--- src/rtl/unified_mem_arbiter_if.sv ---
// Bus bundle between the IF/MEM requesters, the unified memory and the arbiter.
// The master side is the pipeline plus the memory; the slave side is the arbiter.
interface unified_mem_arbiter_if #(
    parameter int ADDR_W = 32,
    parameter int DATA_W = 32
);
    logic              if_req;
    logic [ADDR_W-1:0] if_addr;
    logic              if_kill;
    logic              if_ack;
    logic [DATA_W-1:0] if_rdata;
    logic              if_stall;

    logic              d_req;
    logic              d_we;
    logic [ADDR_W-1:0] d_addr;
    logic [DATA_W-1:0] d_wdata;
    logic              d_ack;
    logic [DATA_W-1:0] d_rdata;
    logic              d_stall;

    logic              mem_en;
    logic              mem_we;
    logic [ADDR_W-1:0] mem_addr;
    logic [DATA_W-1:0] mem_wdata;
    logic [DATA_W-1:0] mem_rdata;

    modport master (
        output if_req, if_addr, if_kill, d_req, d_we, d_addr, d_wdata, mem_rdata,
        input  if_ack, if_rdata, if_stall, d_ack, d_rdata, d_stall,
               mem_en, mem_we, mem_addr, mem_wdata
    );

    modport slave (
        input  if_req, if_addr, if_kill, d_req, d_we, d_addr, d_wdata, mem_rdata,
        output if_ack, if_rdata, if_stall, d_ack, d_rdata, d_stall,
               mem_en, mem_we, mem_addr, mem_wdata
    );
endinterface

--- src/rtl/unified_mem_arbiter.sv ---
// Arbiter sharing one single-ported memory between instruction fetch and data access.
// One fixed-latency transaction at a time; grants alternate when both stages contend.
module unified_mem_arbiter #(
    parameter int ADDR_W  = 32,
    parameter int DATA_W  = 32,
    parameter int MEM_LAT = 2
) (
    input logic                  clk,
    input logic                  rst,
    unified_mem_arbiter_if.slave bus
);
    localparam int CNT_W = 4;

    typedef enum logic [1:0] {IDLE, ISSUE, WAIT, RESP} state_t;
    typedef enum logic {OWN_FETCH, OWN_DATA} owner_t;

    state_t            state_q, state_d;
    owner_t            owner_q, owner_d;
    owner_t            last_grant_q, last_grant_d;
    logic              kill_q, kill_d;
    logic [CNT_W-1:0]  cnt_q, cnt_d;
    logic              we_q, we_d;
    logic              mem_en_q, mem_en_d;
    logic              mem_we_q, mem_we_d;
    logic [ADDR_W-1:0] mem_addr_q, mem_addr_d;
    logic [DATA_W-1:0] mem_wdata_q, mem_wdata_d;
    logic              if_ack_q, if_ack_d;
    logic              d_ack_q, d_ack_d;
    logic [DATA_W-1:0] if_rdata_q, if_rdata_d;
    logic [DATA_W-1:0] d_rdata_q, d_rdata_d;
    logic              grant_data;
    logic              kill_now;

    always_comb begin
        state_d      = state_q;
        owner_d      = owner_q;
        last_grant_d = last_grant_q;
        kill_d       = kill_q;
        cnt_d        = cnt_q;
        we_d         = we_q;
        mem_en_d     = mem_en_q;
        mem_we_d     = mem_we_q;
        mem_addr_d   = mem_addr_q;
        mem_wdata_d  = mem_wdata_q;
        if_ack_d     = 1'b0;
        d_ack_d      = 1'b0;
        if_rdata_d   = if_rdata_q;
        d_rdata_d    = d_rdata_q;
        // Data wins a tie unless it won the previous grant.
        grant_data   = bus.d_req & (~bus.if_req | (last_grant_q == OWN_FETCH));
        kill_now     = kill_q | ((owner_q == OWN_FETCH) & bus.if_kill);

        case (state_q)
            IDLE: begin
                if (bus.if_req | bus.d_req) begin
                    owner_d      = grant_data ? OWN_DATA : OWN_FETCH;
                    last_grant_d = owner_d;
                    kill_d       = 1'b0;
                    mem_addr_d   = grant_data ? bus.d_addr : bus.if_addr;
                    mem_wdata_d  = grant_data ? bus.d_wdata : '0;
                    we_d         = grant_data & bus.d_we;
                    mem_we_d     = grant_data & bus.d_we;
                    mem_en_d     = 1'b1;
                    state_d      = ISSUE;
                end
            end
            ISSUE: begin
                mem_en_d = 1'b0;
                mem_we_d = 1'b0;
                cnt_d    = CNT_W'(MEM_LAT);
                kill_d   = kill_now;
                state_d  = WAIT;
            end
            WAIT: begin
                cnt_d  = cnt_q - 1'b1;
                kill_d = kill_now;
                // Read data is valid this cycle; register it straight into the response.
                if (cnt_q == CNT_W'(1)) begin
                    state_d = RESP;
                    if (owner_q == OWN_DATA) begin
                        d_ack_d = 1'b1;
                        if (!we_q) d_rdata_d = bus.mem_rdata;
                    end else if (!kill_now) begin
                        if_ack_d   = 1'b1;
                        if_rdata_d = bus.mem_rdata;
                    end
                end
            end
            RESP: begin
                kill_d  = kill_now;
                state_d = IDLE;
            end
            default: state_d = IDLE;
        endcase
    end

    always_ff @(posedge clk or posedge rst) begin
        if (rst) begin
            state_q      <= IDLE;
            owner_q      <= OWN_FETCH;
            last_grant_q <= OWN_FETCH;
            kill_q       <= 1'b0;
            cnt_q        <= '0;
            we_q         <= 1'b0;
            mem_en_q     <= 1'b0;
            mem_we_q     <= 1'b0;
            mem_addr_q   <= '0;
            mem_wdata_q  <= '0;
            if_ack_q     <= 1'b0;
            d_ack_q      <= 1'b0;
            if_rdata_q   <= '0;
            d_rdata_q    <= '0;
        end else begin
            state_q      <= state_d;
            owner_q      <= owner_d;
            last_grant_q <= last_grant_d;
            kill_q       <= kill_d;
            cnt_q        <= cnt_d;
            we_q         <= we_d;
            mem_en_q     <= mem_en_d;
            mem_we_q     <= mem_we_d;
            mem_addr_q   <= mem_addr_d;
            mem_wdata_q  <= mem_wdata_d;
            if_ack_q     <= if_ack_d;
            d_ack_q      <= d_ack_d;
            if_rdata_q   <= if_rdata_d;
            d_rdata_q    <= d_rdata_d;
        end
    end

    assign bus.mem_en    = mem_en_q;
    assign bus.mem_we    = mem_we_q;
    assign bus.mem_addr  = mem_addr_q;
    assign bus.mem_wdata = mem_wdata_q;
    assign bus.if_ack    = if_ack_q;
    assign bus.d_ack     = d_ack_q;
    assign bus.if_rdata  = if_rdata_q;
    assign bus.d_rdata   = d_rdata_q;
    assign bus.if_stall  = bus.if_req & ~if_ack_q;
    assign bus.d_stall   = bus.d_req & ~d_ack_q;
endmodule

--- src/flat_wrapper.sv ---
// flat-port wrapper written by rule: the top's interface ports become plain ports
module unified_mem_arbiter_flat 
#(
    parameter int ADDR_W  = 32,
    parameter int DATA_W  = 32,
    parameter int MEM_LAT = 2
)
  (clk, rst, bus_if_req, bus_if_addr, bus_if_kill, bus_d_req, bus_d_we, bus_d_addr, bus_d_wdata, bus_mem_rdata, bus_if_ack, bus_if_rdata, bus_if_stall, bus_d_ack, bus_d_rdata, bus_d_stall, bus_mem_en, bus_mem_we, bus_mem_addr, bus_mem_wdata);
  unified_mem_arbiter_if #(.ADDR_W(ADDR_W), .DATA_W(DATA_W)) bus_i ();
  input logic clk;
  input logic rst;
  input wire logic [$bits(bus_i.if_req)-1:0] bus_if_req;
  input wire logic [$bits(bus_i.if_addr)-1:0] bus_if_addr;
  input wire logic [$bits(bus_i.if_kill)-1:0] bus_if_kill;
  input wire logic [$bits(bus_i.d_req)-1:0] bus_d_req;
  input wire logic [$bits(bus_i.d_we)-1:0] bus_d_we;
  input wire logic [$bits(bus_i.d_addr)-1:0] bus_d_addr;
  input wire logic [$bits(bus_i.d_wdata)-1:0] bus_d_wdata;
  input wire logic [$bits(bus_i.mem_rdata)-1:0] bus_mem_rdata;
  output wire logic [$bits(bus_i.if_ack)-1:0] bus_if_ack;
  output wire logic [$bits(bus_i.if_rdata)-1:0] bus_if_rdata;
  output wire logic [$bits(bus_i.if_stall)-1:0] bus_if_stall;
  output wire logic [$bits(bus_i.d_ack)-1:0] bus_d_ack;
  output wire logic [$bits(bus_i.d_rdata)-1:0] bus_d_rdata;
  output wire logic [$bits(bus_i.d_stall)-1:0] bus_d_stall;
  output wire logic [$bits(bus_i.mem_en)-1:0] bus_mem_en;
  output wire logic [$bits(bus_i.mem_we)-1:0] bus_mem_we;
  output wire logic [$bits(bus_i.mem_addr)-1:0] bus_mem_addr;
  output wire logic [$bits(bus_i.mem_wdata)-1:0] bus_mem_wdata;
  assign bus_i.if_req = bus_if_req;
  assign bus_i.if_addr = bus_if_addr;
  assign bus_i.if_kill = bus_if_kill;
  assign bus_i.d_req = bus_d_req;
  assign bus_i.d_we = bus_d_we;
  assign bus_i.d_addr = bus_d_addr;
  assign bus_i.d_wdata = bus_d_wdata;
  assign bus_i.mem_rdata = bus_mem_rdata;
  assign bus_if_ack = bus_i.if_ack;
  assign bus_if_rdata = bus_i.if_rdata;
  assign bus_if_stall = bus_i.if_stall;
  assign bus_d_ack = bus_i.d_ack;
  assign bus_d_rdata = bus_i.d_rdata;
  assign bus_d_stall = bus_i.d_stall;
  assign bus_mem_en = bus_i.mem_en;
  assign bus_mem_we = bus_i.mem_we;
  assign bus_mem_addr = bus_i.mem_addr;
  assign bus_mem_wdata = bus_i.mem_wdata;
  unified_mem_arbiter #(.ADDR_W(ADDR_W), .DATA_W(DATA_W), .MEM_LAT(MEM_LAT)) u_core (.clk(clk), .rst(rst), .bus(bus_i));
endmodule
--- config.mk ---
export PLATFORM = sky130hd
export DESIGN_NAME = unified_mem_arbiter_flat
export DESIGN_NICKNAME = d
export VERILOG_FILES = /design/src/rtl/unified_mem_arbiter_if.sv /design/src/rtl/unified_mem_arbiter.sv /design/src/flat_wrapper.sv
export SDC_FILE = /design/constraint.sdc
export NUM_CORES = 1
export LEC_CHECK = 0
export ABC_AREA = 1
export BUFFER_PORTS_ARGS = -buffer_cell sky130_fd_sc_hd__buf_2
export CORE_ASPECT_RATIO = 1.4
export CORE_MARGIN = 1
export CORE_UTILIZATION = 35
export DETAILED_ROUTE_END_ITERATION = 8
export GPL_TIMING_DRIVEN = 0
export PLACE_DENSITY = 0.66
export SKIP_LAST_GASP = 1
export SYNTH_ARGS = -nofsm -noshare
export SYNTH_HDL_FRONTEND = slang
export SYNTH_SLANG_ARGS = --single-unit
--- constraint.sdc ---
create_clock -name clk -period 6.1 [get_ports clk]
set_clock_uncertainty 0.2 [all_clocks]
set_input_delay 1.22 -clock clk [delete_from_list [all_inputs] [get_ports clk]]
set_output_delay 1.22 -clock clk [all_outputs]
set_load 0.05 [all_outputs]
# == Word-level counts from Yosys, hierarchy flattened ==
# Cells that the tools add are included.
# word_totals
register_bits,141
out_inout_bits,134
wordCells,63
# op_classes
addsub,1
bitwise,14
muxes,20
eq_ne,6
reduce_logical,9
# ops
cell,count
$mux 32,2
$mux 1,11
$pmux 2 s4,1
$pmux 4 s2,1
$reduce_and 4->1,2
$not 1->1,6
$pmux 1 s2,3
$reduce_and 2->1,3
$and 1x1->1,5
$eq 2x2->1 const B,2
$eq 4x1->1 const B,1
$mux 2,2
$ne 2x1->1 const B,2
$reduce_bool 2->1,2
$sub 4x1->4 const B,1
$or 1x1->1,3
$reduce_or 3->1,1
$eq 2x1->1 const B,1
$logic_not 2->1,1

# == Longest topological paths before layout ==
# depth
depth_word,7
mapped_depth,9

# == Worst setup path before layout ==
# No wires, ideal clock.
# synth_path
kind,input to output
start,input bus_d_req
end,output bus_d_stall
required_ns,4.680
path_stages,3
path_slack_ns,2.567
path_buffers,1
arrival_ns,2.113
cell_sequence,buf_2 inv_1 nor2_1
# synth_via
elab_chain_cells,1
# synth_rtl
element,line_no,rtl
from (decl),flat_wrapper.sv:15,input wire logic [$bits(bus_i.d_req)-1:0] bus_d_req;
$and 1x1->1,unified_mem_arbiter.sv:140,assign bus.d_stall = bus.d_req & ~d_ack_q;
to (decl),flat_wrapper.sv:25,output wire logic [$bits(bus_i.d_stall)-1:0] bus_d_stall;
# No other way between the ends.

# == Final worst setup path ==
# Same ends and word-level chain as after synthesis.

==> flow_summary.yaml <==
status:
  status: "completed"
synth:
  syn_area_um2: 6290
  synth-seq-area-share_pct: 56.1
  async_reset_ff_share_pct: 100
  ys_seq_elements: 141
  synth_ff_type: "dfrtp_1"
  ys_warn_count: 0
  synth_nets: 879
  synthCells: 740
  synth-simple-area-share_pct: 27.4
  synth-xor-area-share_pct: 0
  yosysMostFrequentCell: "nand2_1"
  synth_top_family_by_area: "simple AND/OR/NAND/NOR gates"
  synth-edff-count: 0
  synth.area.mux_share_pct: 0
  synthTopCellsByArea: "dfrtp_1, nand2_1, nand3_1, inv_1, o21ai_0"
  synthTopCellsByCount: "nand2_1, dfrtp_1, inv_1"
  syn_area_per_cell_um2: 8.50
  synthDistinctLibCells: 25
  synth_top_area_share_pct: 56.1
  synth_fa_ha_area_share_pct: 0.994
  synth_compound_gate_area_share_pct: 6.32
  synth_area_leader_cell: "dfrtp_1"
clock_network:
  clock_latency_ns: 0.41
  cts_tree: "built"
  clk_pin_slew_worst_paths_ns: 0.07
  postCtsHoldBufs: 0
  clk_path_buf_depth: 2
  cts-root-buf: "clkbuf_16"
  htreeDepth: 4
  ctsResizeCount: 0
  clock-sinks: 141
  cts_made_buffers: 17
  cts_setup_buffers: 0
floorplan:
  dieArea_um2: 18500
  die_w_um: 115
  die_h_um: 161
  core_um2: 17500
  pin_count: 268
  core.rowCount: 57
  start_util_pct: 36.0
global_routing:
  grt_max_degree: 84
  grt_use_total_pct: 19.7
  grt_antenna_before_repair: 1
  grt_pass1_vias: 5561
  overflow: 0
  grt_pass1_wl_um: 28200
drt:
  routed_wl_um: 17800
  wire_per_inst_um: 13.9
  drc: 0
  detail-route-antenna-nets: 0
  drtIter0Drc: 247
  drt_pass1_iterations: 6
  route.detailed.vias_per_inst: 4.56
  vias: 5818
worst_setup_path:
  critPathKind: "in -> out"
  slowest_delay_ns: 0.28
  endpoint_kind: "output pin"
  critPathTopFamily: "buffers and inverters"
  crit_fanout: 9
  worst_ep_arrival_time_ns: 1.94
  critPathBufInv: 3
  crit_path_cell_trace: "buf_2, inv_1, nor2_1, buf_2"
  cp.required_ns: 4.68
  cp-start-kind: "primary input"
  crit_top_cell: "buf_2"
  slowest_stage: "buf_2"
layout:
  nets: 1165
  fin_cells: 1276
  drive_gt1_share_pct: 33.1
  utilization_pct: 48.7
  area_growth_pct: 35.2
  final_area_um2: 8510
pwr:
  p_leak_nw: 4.71
  power.switching_mw: 2.36
  ir_worst_vdd_v: 0.000206
  total_power_mw: 4.68
  p_sw_share_pct: 50.4
  internal_power_mw: 2.32
  power_density_nw_per_um2: 550
  power_frac_seq_pct: 30.6
  clkPwrFrac_pct: 20.8
  p_comb_share_pct: 48.5
timing:
  max_slew.worst_pin.slew_ns: 0.552
  rsz0062_at_grt: "no"
  whs_ns: 0.269
  relSlewSlack_pct: 63.2
  hold_viol: 0
  finalSetupViolations: 0
  fmax_mhz: 298
  fin_crit_sh_pct: 55.0
  finalCriticalPeriod_ns: 3.36
  fin_ws_ns: 2.74
  final.setup.tns_ns: 0
  report.final.slew_viol_count: 0
placement:
  placed_cells: 1243
  dpl_cell_area_um2: 7950
  dp_slack_ns: 2.73
  place.gp.congestion: 0.835
  port_buffers: 266
  hpwlAfterDp_um: 13200
min_path:
  hp-class: "reg -> reg"
job:
  drv_cap: 0
worst min-delay path, delay by kind of cell (launching register included):
kind / cells / cell delay, ns
AND/OR/NAND/NOR: 2 / 0.09
flip-flops: 1 / 0.34
cells in the final DEF, fill, tap and decap left out, drive strengths merged:
master and count:
clkinvlp 2, clkinv 4, nand3 74, a31oi 1, buf 301, nor2 11
ha 5, nand3b 31, clkbuf 27, dfrtp 141, nor3 1, inv 91
diode 1, nand2 275, a21oi 2, o21ai 71, o211ai 2
area by class of cell:
| type | count | area (um^2) |
|---|---|---|
| Fill cell | 1791 | 8960 |
| Sequential cell | 141 | 3530 |
| Multi-Input combinational cell | 473 | 2180 |
| Timing Repair Buffer | 267 | 1360 |
| Clock buffer | 17 | 425 |
| Inverter | 82 | 313 |
| Tap cell | 236 | 295 |
| Buffer | 44 | 274 |
| Clock inverter | 15 | 129 |
| Antenna cell | 1 | 2.50 |
power by group through the flow:
stage	sequential, mW	clock [mW]	combinational [mW]
final	1.43	0.974	2.27
after global routing	1.48	1.04	2.45
after CTS	1.44	1.00	2.29
after detailed placement	1.45	0	2.29
after global placement	1.44	0	2.27
after floorplan	2.50	0	0.637
cells by family after synthesis:
| kind of cell | count (synthesis) |
|---|---|
| adders and majority gates | 5 |
| AOI/OAI and AO/OA | 76 |
| DFF | 141 |
| and+or+nand+nor | 392 |
| buffers and inverters | 126 |
metal layers:
metal / share of wire [%] / GRT usage [%] / vias up
met2: 51 / 34.1 / 198
met5: 0 / 0 / -
met4: 2.3 / 7.67 / 0
met3: 6.5 / 5.17 / 24
li1: - / - / 2890
met1: 40 / 22.9 / 2706
state kept, by name, summed over array words and instances (netlist names):
signal,flops
u_core.bus.d_rdata,32
u_core.bus.if_rdata,32
u_core.bus.mem_addr,32
u_core.bus.mem_wdata,32
u_core.cnt_q,4
u_core.state_q,2
u_core.bus.d_ack,1
u_core.bus.if_ack,1
u_core.bus.mem_en,1
u_core.bus.mem_we,1
u_core.kill_q,1
u_core.owner_q,1
u_core.we_q,1
path summary, 6_finish.rpt:
check | from | depth (start not counted) | slack [ns] | to
min in group asynchronous | rst | 2 | 0.66 | u_core.bus.mem_wdata[20]$_DFFE_PP0P_
setup reg to reg | u_core.state_q[0]$_DFFE_PP0P_ | 7 | 4.23 | u_core.bus.d_rdata[10]$_DFFE_PP0P_
hold reg to reg | u_core.bus.if_rdata[2]$_DFFE_PP0P_ | 2 | 0.27 | u_core.bus.if_rdata[2]$_DFFE_PP0P_
setup / recovery | bus_d_req | 4 | 2.74 | bus_d_stall
hold / removal | u_core.bus.if_rdata[2]$_DFFE_PP0P_ | 2 | 0.27 | u_core.bus.if_rdata[2]$_DFFE_PP0P_
max in group asynchronous | rst | 3 | 4.21 | u_core.bus.mem_we$_DFFE_PP0P_
Power figures use the tool's default switching activity.
